**src/rtl/lcdf_pkg.sv**
```systemverilog
// Shared game constants and enums for the trail generator and its consumers.
// Latency: n/a (declarations only).
// Backpressure: n/a (declarations only).
package lcdf_pkg;

   localparam int TRAIL_LEN = 41;                 // trail slots / output array depth
   localparam int LIFE_MAX  = 15;                 // life of a freshly spawned slot
   localparam int PLAYER_X  = 100;                // fixed screen x of the player
   localparam int PTR_W     = $clog2(TRAIL_LEN);  // write pointer width

   typedef enum logic [1:0] {
      MENU  = 2'b00,
      PLAY  = 2'b01,
      OVER  = 2'b10,
      PAUSE = 2'b11
   } gamemode_t;

   typedef enum logic [2:0] {
      CLEAR,
      RUN,
      HOLD,
      FADE,
      DONE
   } trail_state_t;

   // Ring pointer increment, wrapping TRAIL_LEN-1 -> 0.
   function automatic logic [PTR_W-1:0] ptr_inc(input logic [PTR_W-1:0] p);
      return (p == PTR_W'(TRAIL_LEN - 1)) ? '0 : p + 1'b1;
   endfunction

endpackage

```
**src/rtl/player_trail_if.sv**
```systemverilog
// Bundles the game-logic inputs and the packed trail arrays of player_trail.
// Latency: n/a (wires only).
// Backpressure: none; tick is a one-cycle strobe, arrays are level outputs.
// Ports: tick, gamemode, player_y (master -> slave); trail_x/y/life (slave -> master).
interface player_trail_if;
   import lcdf_pkg::*;

   logic                            tick;
   gamemode_t                       gamemode;
   logic [8:0]                      player_y;
   logic [TRAIL_LEN-1:0][9:0]       trail_x;
   logic [TRAIL_LEN-1:0][8:0]       trail_y;
   logic [TRAIL_LEN-1:0][3:0]       trail_life;

   modport master (
      output tick, gamemode, player_y,
      input  trail_x, trail_y, trail_life
   );

   modport slave (
      input  tick, gamemode, player_y,
      output trail_x, trail_y, trail_life
   );
endinterface

```
**src/rtl/trail_slot.sv**
```systemverilog
// One trail particle register: spawn load, per-tick aging with left scroll.
// Latency: 1 cycle from clr/age_en/spawn_en to registered outputs.
// Backpressure: none; spawn_en has priority over aging of this slot.
// Ports: clk, rst_n, clr, age_en, spawn_en, spawn_y -> x, y, life.
module trail_slot
   import lcdf_pkg::*;
#(
   parameter int SCROLL = 4
) (
   input  logic       clk,
   input  logic       rst_n,
   input  logic       clr,
   input  logic       age_en,
   input  logic       spawn_en,
   input  logic [8:0] spawn_y,
   output logic [9:0] x,
   output logic [8:0] y,
   output logic [3:0] life
);

   always_ff @(posedge clk or negedge rst_n) begin
      if (!rst_n) begin
         x    <= '0;
         y    <= '0;
         life <= '0;
      end else if (clr) begin
         x    <= '0;
         y    <= '0;
         life <= '0;
      end else if (spawn_en) begin
         x    <= 10'(PLAYER_X);
         y    <= spawn_y;
         life <= 4'(LIFE_MAX);
      end else if (age_en && (life != 4'd0)) begin
         // A particle that would scroll past the left edge dies pinned at x=0.
         if (x < 10'(SCROLL)) begin
            x    <= '0;
            life <= '0;
         end else begin
            x    <= x - 10'(SCROLL);
            life <= life - 4'd1;
         end
      end
   end

endmodule

```
**src/rtl/player_trail.sv**
```systemverilog
// Player motion-trail generator: samples player_y into a ring of slots, ages/scrolls them per tick.
// Latency: tick update visible one cycle after tick (on the edge sampling tick); gamemode 00 clears next edge.
// Backpressure: none; every tick is a full update, back-to-back ticks accepted.
// Ports: clk, rst_n (async active-low), bus (player_trail_if.slave).
// Option: TRAIL_SKIP_STILL_EN suppresses a due spawn when player_y equals the last spawned y.
module player_trail
   import lcdf_pkg::*;
#(
   parameter int SPAWN_DIV = 2,
   parameter int SCROLL    = 4
) (
   input  logic              clk,
   input  logic              rst_n,
   player_trail_if.slave     bus
);

   trail_state_t               state, state_nxt;
   logic [PTR_W-1:0]           wr_ptr;
   logic [3:0]                 spawn_cnt;
   logic                       all_dead;
   logic                       clr;
   logic                       run_tick;
   logic                       age_en;
   logic                       spawn_due;
   logic                       spawn_fire;
   logic [TRAIL_LEN-1:0][9:0]  slot_x;
   logic [TRAIL_LEN-1:0][8:0]  slot_y;
   logic [TRAIL_LEN-1:0][3:0]  slot_life;

   assign all_dead = ~|slot_life;

   always_ff @(posedge clk or negedge rst_n) begin
      if (!rst_n) state <= CLEAR;
      else        state <= state_nxt;
   end

   // Transitions are resolved combinationally so a tick arriving with a
   // gamemode change is processed in the destination state.
   always_comb begin
      state_nxt = state;
      if (bus.gamemode == MENU) begin
         state_nxt = CLEAR;
      end else begin
         case (state)
            CLEAR: if (bus.tick && bus.gamemode == PLAY) state_nxt = RUN;
            RUN: begin
               if (bus.gamemode == PAUSE)     state_nxt = HOLD;
               else if (bus.gamemode == OVER) state_nxt = FADE;
            end
            HOLD: begin
               if (bus.gamemode == PLAY)      state_nxt = RUN;
               else if (bus.gamemode == OVER) state_nxt = FADE;
            end
            FADE:    if (all_dead) state_nxt = DONE;
            DONE:    state_nxt = DONE;
            default: state_nxt = CLEAR;
         endcase
      end
   end

   assign clr       = (state_nxt == CLEAR);
   assign run_tick  = bus.tick && (state_nxt == RUN);
   assign age_en    = bus.tick && ((state_nxt == RUN) || (state_nxt == FADE));
   assign spawn_due = run_tick && (spawn_cnt == 4'd0);

`ifdef TRAIL_SKIP_STILL_EN
   logic [8:0] last_y;

   assign spawn_fire = spawn_due && (bus.player_y != last_y);

   // 9'h1FF is outside the 0..479 range, so the first spawn always happens.
   always_ff @(posedge clk or negedge rst_n) begin
      if (!rst_n)          last_y <= 9'h1FF;
      else if (clr)        last_y <= 9'h1FF;
      else if (spawn_fire) last_y <= bus.player_y;
   end
`else
   assign spawn_fire = spawn_due;
`endif

   // Held at zero throughout CLEAR, so entering RUN always starts at slot 0
   // with a spawn due; HOLD leaves both untouched so the phase resumes.
   always_ff @(posedge clk or negedge rst_n) begin
      if (!rst_n) begin
         wr_ptr    <= '0;
         spawn_cnt <= '0;
      end else if (clr) begin
         wr_ptr    <= '0;
         spawn_cnt <= '0;
      end else begin
         if (run_tick)
            spawn_cnt <= (spawn_cnt == 4'(SPAWN_DIV - 1)) ? 4'd0 : spawn_cnt + 4'd1;
         if (spawn_fire)
            wr_ptr <= ptr_inc(wr_ptr);
      end
   end

   for (genvar i = 0; i < TRAIL_LEN; i++) begin : g_slot
      trail_slot #(
         .SCROLL (SCROLL)
      ) u_slot (
         .clk      (clk),
         .rst_n    (rst_n),
         .clr      (clr),
         .age_en   (age_en),
         .spawn_en (spawn_fire && (wr_ptr == PTR_W'(i))),
         .spawn_y  (bus.player_y),
         .x        (slot_x[i]),
         .y        (slot_y[i]),
         .life     (slot_life[i])
      );
   end

   assign bus.trail_x    = slot_x;
   assign bus.trail_y    = slot_y;
   assign bus.trail_life = slot_life;

endmodule

```
**src/flat_wrapper.sv**
```systemverilog
// flat-port wrapper written by rule: the top's interface ports become plain ports
module player_trail_flat import lcdf_pkg::*;
#(
   parameter int SPAWN_DIV = 2,
   parameter int SCROLL    = 4
)
  (clk, rst_n, bus_tick, bus_gamemode, bus_player_y, bus_trail_x, bus_trail_y, bus_trail_life);
  player_trail_if bus_i ();
  input  logic clk;
  input  logic rst_n;
  input wire logic [$bits(bus_i.tick)-1:0] bus_tick;
  input wire logic [$bits(bus_i.gamemode)-1:0] bus_gamemode;
  input wire logic [$bits(bus_i.player_y)-1:0] bus_player_y;
  output wire logic [$bits(bus_i.trail_x)-1:0] bus_trail_x;
  output wire logic [$bits(bus_i.trail_y)-1:0] bus_trail_y;
  output wire logic [$bits(bus_i.trail_life)-1:0] bus_trail_life;
  assign bus_i.tick = bus_tick;
  assign bus_i.gamemode = bus_gamemode;
  assign bus_i.player_y = bus_player_y;
  assign bus_trail_x = bus_i.trail_x;
  assign bus_trail_y = bus_i.trail_y;
  assign bus_trail_life = bus_i.trail_life;
  player_trail #(.SPAWN_DIV(SPAWN_DIV), .SCROLL(SCROLL)) u_core (.clk(clk), .rst_n(rst_n), .bus(bus_i));
endmodule
```
**config.mk**
```make
export PLATFORM = sky130hd
export DESIGN_NAME = player_trail_flat
export DESIGN_NICKNAME = d
export VERILOG_FILES = /design/src/rtl/lcdf_pkg.sv /design/src/rtl/player_trail_if.sv /design/src/rtl/trail_slot.sv /design/src/rtl/player_trail.sv /design/src/flat_wrapper.sv
export SDC_FILE = /design/constraint.sdc
export NUM_CORES = 2
export LEC_CHECK = 0
export CORE_AREA = 5 5 370 372
export CTS_BUF_LIST = sky130_fd_sc_hd__clkbuf_4 sky130_fd_sc_hd__clkbuf_8
export DETAILED_ROUTE_END_ITERATION = 10
export DIE_AREA = 0 0 375 377
export GPL_TIMING_DRIVEN = 0
export HOLD_SLACK_MARGIN = 0.02
export SLEW_MARGIN = 20
export SYNTH_ARGS = -nofsm -noshare
export SYNTH_HDL_FRONTEND = slang
export SYNTH_SLANG_ARGS = --single-unit
export TNS_END_PERCENT = 50
```
**constraint.sdc**
```tcl
create_clock -name clk -period 4.4 [get_ports clk]
set_clock_uncertainty 0.05 [all_clocks]
set_input_delay 0.88 -clock clk [delete_from_list [all_inputs] [get_ports clk]]
set_output_delay 0.88 -clock clk [all_outputs]
set_load 0.05 [all_outputs]
```
==> flow_metrics.py <==
metrics = {
    "status": {
        "outcome": "finished, final reports clean",
    },
    "sta": {
        "slew_headroom_pct": 20.5,
        "finalCriticalPeriod_ps": 4330,
        "finalMaxSlewViolations": 0,
        "hold_ws_ps": 382,
        "tightest_slew_ps": 1190,
        "setup_violations": 0,
        "rsz0062_at_grt": "false",
        "period_share_pct": 98.3,
        "hold_violations": 0,
        "worst_slack_ps": 73.9,
        "fmax_mhz": 231,
    },
    "yosys": {
        "syn-cell-area_sq_mm": 0.0443,
        "synth_ff_type": "dfrtp_1",
        "syn_area_per_cell_sq_um": 9.32,
        "synthSimpleGateAreaFrac_pct": 22.9,
        "synthCells": 4757,
        "synth_xor_area_share_pct": 0.0790,
        "muxShareOfSynthArea_pct": 7.30,
        "ys_seq_area_share_pct": 49.3,
        "ys_types": 73,
        "synthAdderAreaFrac_pct": 3.56,
        "synth_edf_count": 0,
        "ys_seq_elements": 874,
        "synth-compound-area-share_pct": 11.1,
        "async_flop_share_pct": 100,
        "ys.warnings.count": 0,
        "synth_top_family_by_area": "simple AND/OR/NAND/NOR gates",
    },
    "worst_setup_path": {
        "crit_path_max_incr_delay_ps": 700,
        "path_class": "reg -> reg",
        "cp-start-kind": "flop",
        "r2r-start": "u_core.g_slot[25].u_slot.life[1]",
        "crit_chain": "inv_1 > ha_1 > nor3b_1 > nand4_1 > nor4_1 > nand4_1 > buf_2 > o211ai_1 > buf_2 > nand2_1 > nor2_1",
        "cpMaxStageDelayCell": "nor3b_1",
        "cp_data_arrival_time_ps": 5080,
        "reg2regPathDepth": 11,
        "cp.depth": 11,
        "path_max_fanout": 10,
        "critPathRequiredTime_ps": 5160,
        "r2r-end": "u_core.g_slot[1].u_slot.x[9]",
        "reg2reg_slack_ps": 70,
        "cp-end-kind": "flop",
        "critical_path_buf_inv_count": 3,
        "cp_top_family": "simple AND/OR/NAND/NOR gates",
        "critical_path.startpoint": "u_core.g_slot[25].u_slot.life[1]",
    },
    "global_route": {
        "overflow": 0,
        "grt_max_degree": 141,
        "grt_pass1_wl_mm": 296,
        "grt_pass1_vias": 40000,
        "antenna_found_initial": 22,
        "grt_usage_pct": 28.7,
    },
    "die": {
        "pin_count": 957,
        "die_h_microns": 377,
        "start_util_pct": 33.3,
        "die_w_microns": 375,
        "coreArea_sq_mm": 0.133,
        "die_area_sq_mm": 0.141,
        "rows": 134,
    },
    "place": {
        "hpwl_mm": 159,
        "gp_congestion": 0.912,
        "placed_cells": 7487,
        "post-place-ws_ps": -1120,
        "port_buffers": 863,
    },
    "pwr": {
        "leakagePower_nw": 28.1,
        "power_mw": 23.4,
        "irDropWorstVdd_v": 0.000328,
        "p_per_area_mw_per_mm2": 392,
    },
    "clock_network": {
        "insertion_delay_ps": 910,
        "numCtsBuffers": 165,
        "h-tree-depth": 4,
        "cts_root_buf": "clkbuf_8",
        "cts_tree": "built",
        "numClockSinks": 874,
        "clk_pin_slew_ps": 60,
        "clock_path_buffers": 3,
    },
    "hold_path": {
        "hold_class": "in -> reg",
        "min_from": "bus_gamemode[1]",
        "min_to": "u_core.state[2]",
        "hold_depth": 3,
    },
    "drt": {
        "drc": 0,
        "via_per_inst": 5.40,
        "drt_pass1_iterations": 5,
        "num_vias": 42000,
        "drt_iter0_drc": 3643,
        "wl_per_cell_microns": 27.1,
        "drt-total-wl_mm": 211,
        "ant_nets": 0,
    },
    "final_layout": {
        "final_common_cell": "dfrtp_1",
        "mostFrequentLayoutCells": "dfrtp_1 (874), clkdlybuf4s50_1 (862), nor2_1 (563)",
        "nNetsFinal": 6028,
        "fin_util_pct": 44.8,
        "area_growth_pct": 34.5,
        "drive_above_1_share_pct": 10.1,
        "stdcell_count": 7784,
    },
    "job": {
        "max-cap-violations": 0,
    },
}
tightest hold or removal path: stages:
cell and delay, ps:
buf_2 180, nor2_1 120, nor2_1 110
per-stage QoR:
step | instance area, sq um | setup TNS, ps
2_1_floorplan | 44600 | 0
3_3_place_gp | 55500 | -
3_5_place_dp | 55900 | -192120
4_1_cts | 59500 | 0
5_1_grt | 59600 | 0
6_report | 59600 | 0
synth_stat cells, types with 51 or more instances:
cell type / number / area, sq um
buf_2: 55 / 275
nand4_1: 59 / 369
clkbuf_1: 156 / 586
nor3b_1: 85 / 638
buf_4: 102 / 766
a31oi_1: 56 / 350
a21oi_1: 195 / 976
nand2_1: 459 / 1720
nor4_1: 57 / 357
or3_1: 86 / 538
inv_1: 207 / 777
nand3_1: 225 / 1130
nor2_1: 563 / 2110
o21ai_0: 319 / 1600
nor3_1: 277 / 1390
dfrtp_1: 874 / 21900
ha_1: 126 / 1580
nor2b_1: 51 / 319
mux2i_1: 320 / 3200
o211ai_1: 104 / 781
registers in the layout (all words and copies together) (netlist names):
register,count
u_core.g_slot.u_slot.life,164
u_core.g_slot.u_slot.x,328
u_core.g_slot.u_slot.y,369
u_core.spawn_cnt,4
u_core.state,3
u_core.wr_ptr,6
power breakdown:
group          switching [mW]  internal [mW]  leakage [nW]
registers               0.239           8.22          12.2
logic                    4.85           1.28          14.1
clock network            3.88           4.89          1.87
total                    8.96           14.4          28.1
layout make-up:
cell class | count | area (sq um)
clock buffers | 259 | 3220
multi-input cells | 3419 | 20400
plain buffers | 336 | 1780
diodes | 7 | 17.5
flip-flops and latches | 874 | 21900
clock inverters | 29 | 323
well taps | 1768 | 2210
inverters | 209 | 785
fillers | 12900 | 73300
repair buffers | 883 | 9000
routing by layer:
metal / part of all wire [%] / track usage [%]
met5: 0.013 / 0
met4: 4.9 / 12.7
met1: 39 / 35.3
met2: 46 / 45.6
met3: 9.8 / 10.1
logic make-up after synthesis:
family,count (synthesis)
mux,323
fa+ha+maj,126
buf+inv,545
xor+xnor,4
compound gates,808
other cells,1
simple gates,2076
flops,874
timing repair:
action / 4_1_cts / 5_1_grt
pin swaps: 0 / 1
hold buffers: 1 / 0
setup endpoints to repair: 96 / 103
hold endpoints to repair: 104 / 0
setup buffers: 0 / 1
resized for setup: 7 / 14
cloned: 0 / 0
worst max-delay path by stage:
| stage | endpoint | slack (ps) |
|---|---|---|
| 4_1_cts | u_core.g_slot[14].u_slot.x[4] | 10 |
| 3_3_place_gp | u_core.g_slot[31].u_slot.life[2] | -39720 |
| 2_1_floorplan | u_core.g_slot[25].u_slot.y[0] | 1420 |
| 5_1_grt | u_core.g_slot[13].u_slot.x[4] | 10 |
| 3_5_place_dp | u_core.g_slot[40].u_slot.life[2] | -1120 |
| 6_report | u_core.g_slot[1].u_slot.x[9] | 70 |
No activity file was read; power rests on OpenSTA's default activity.
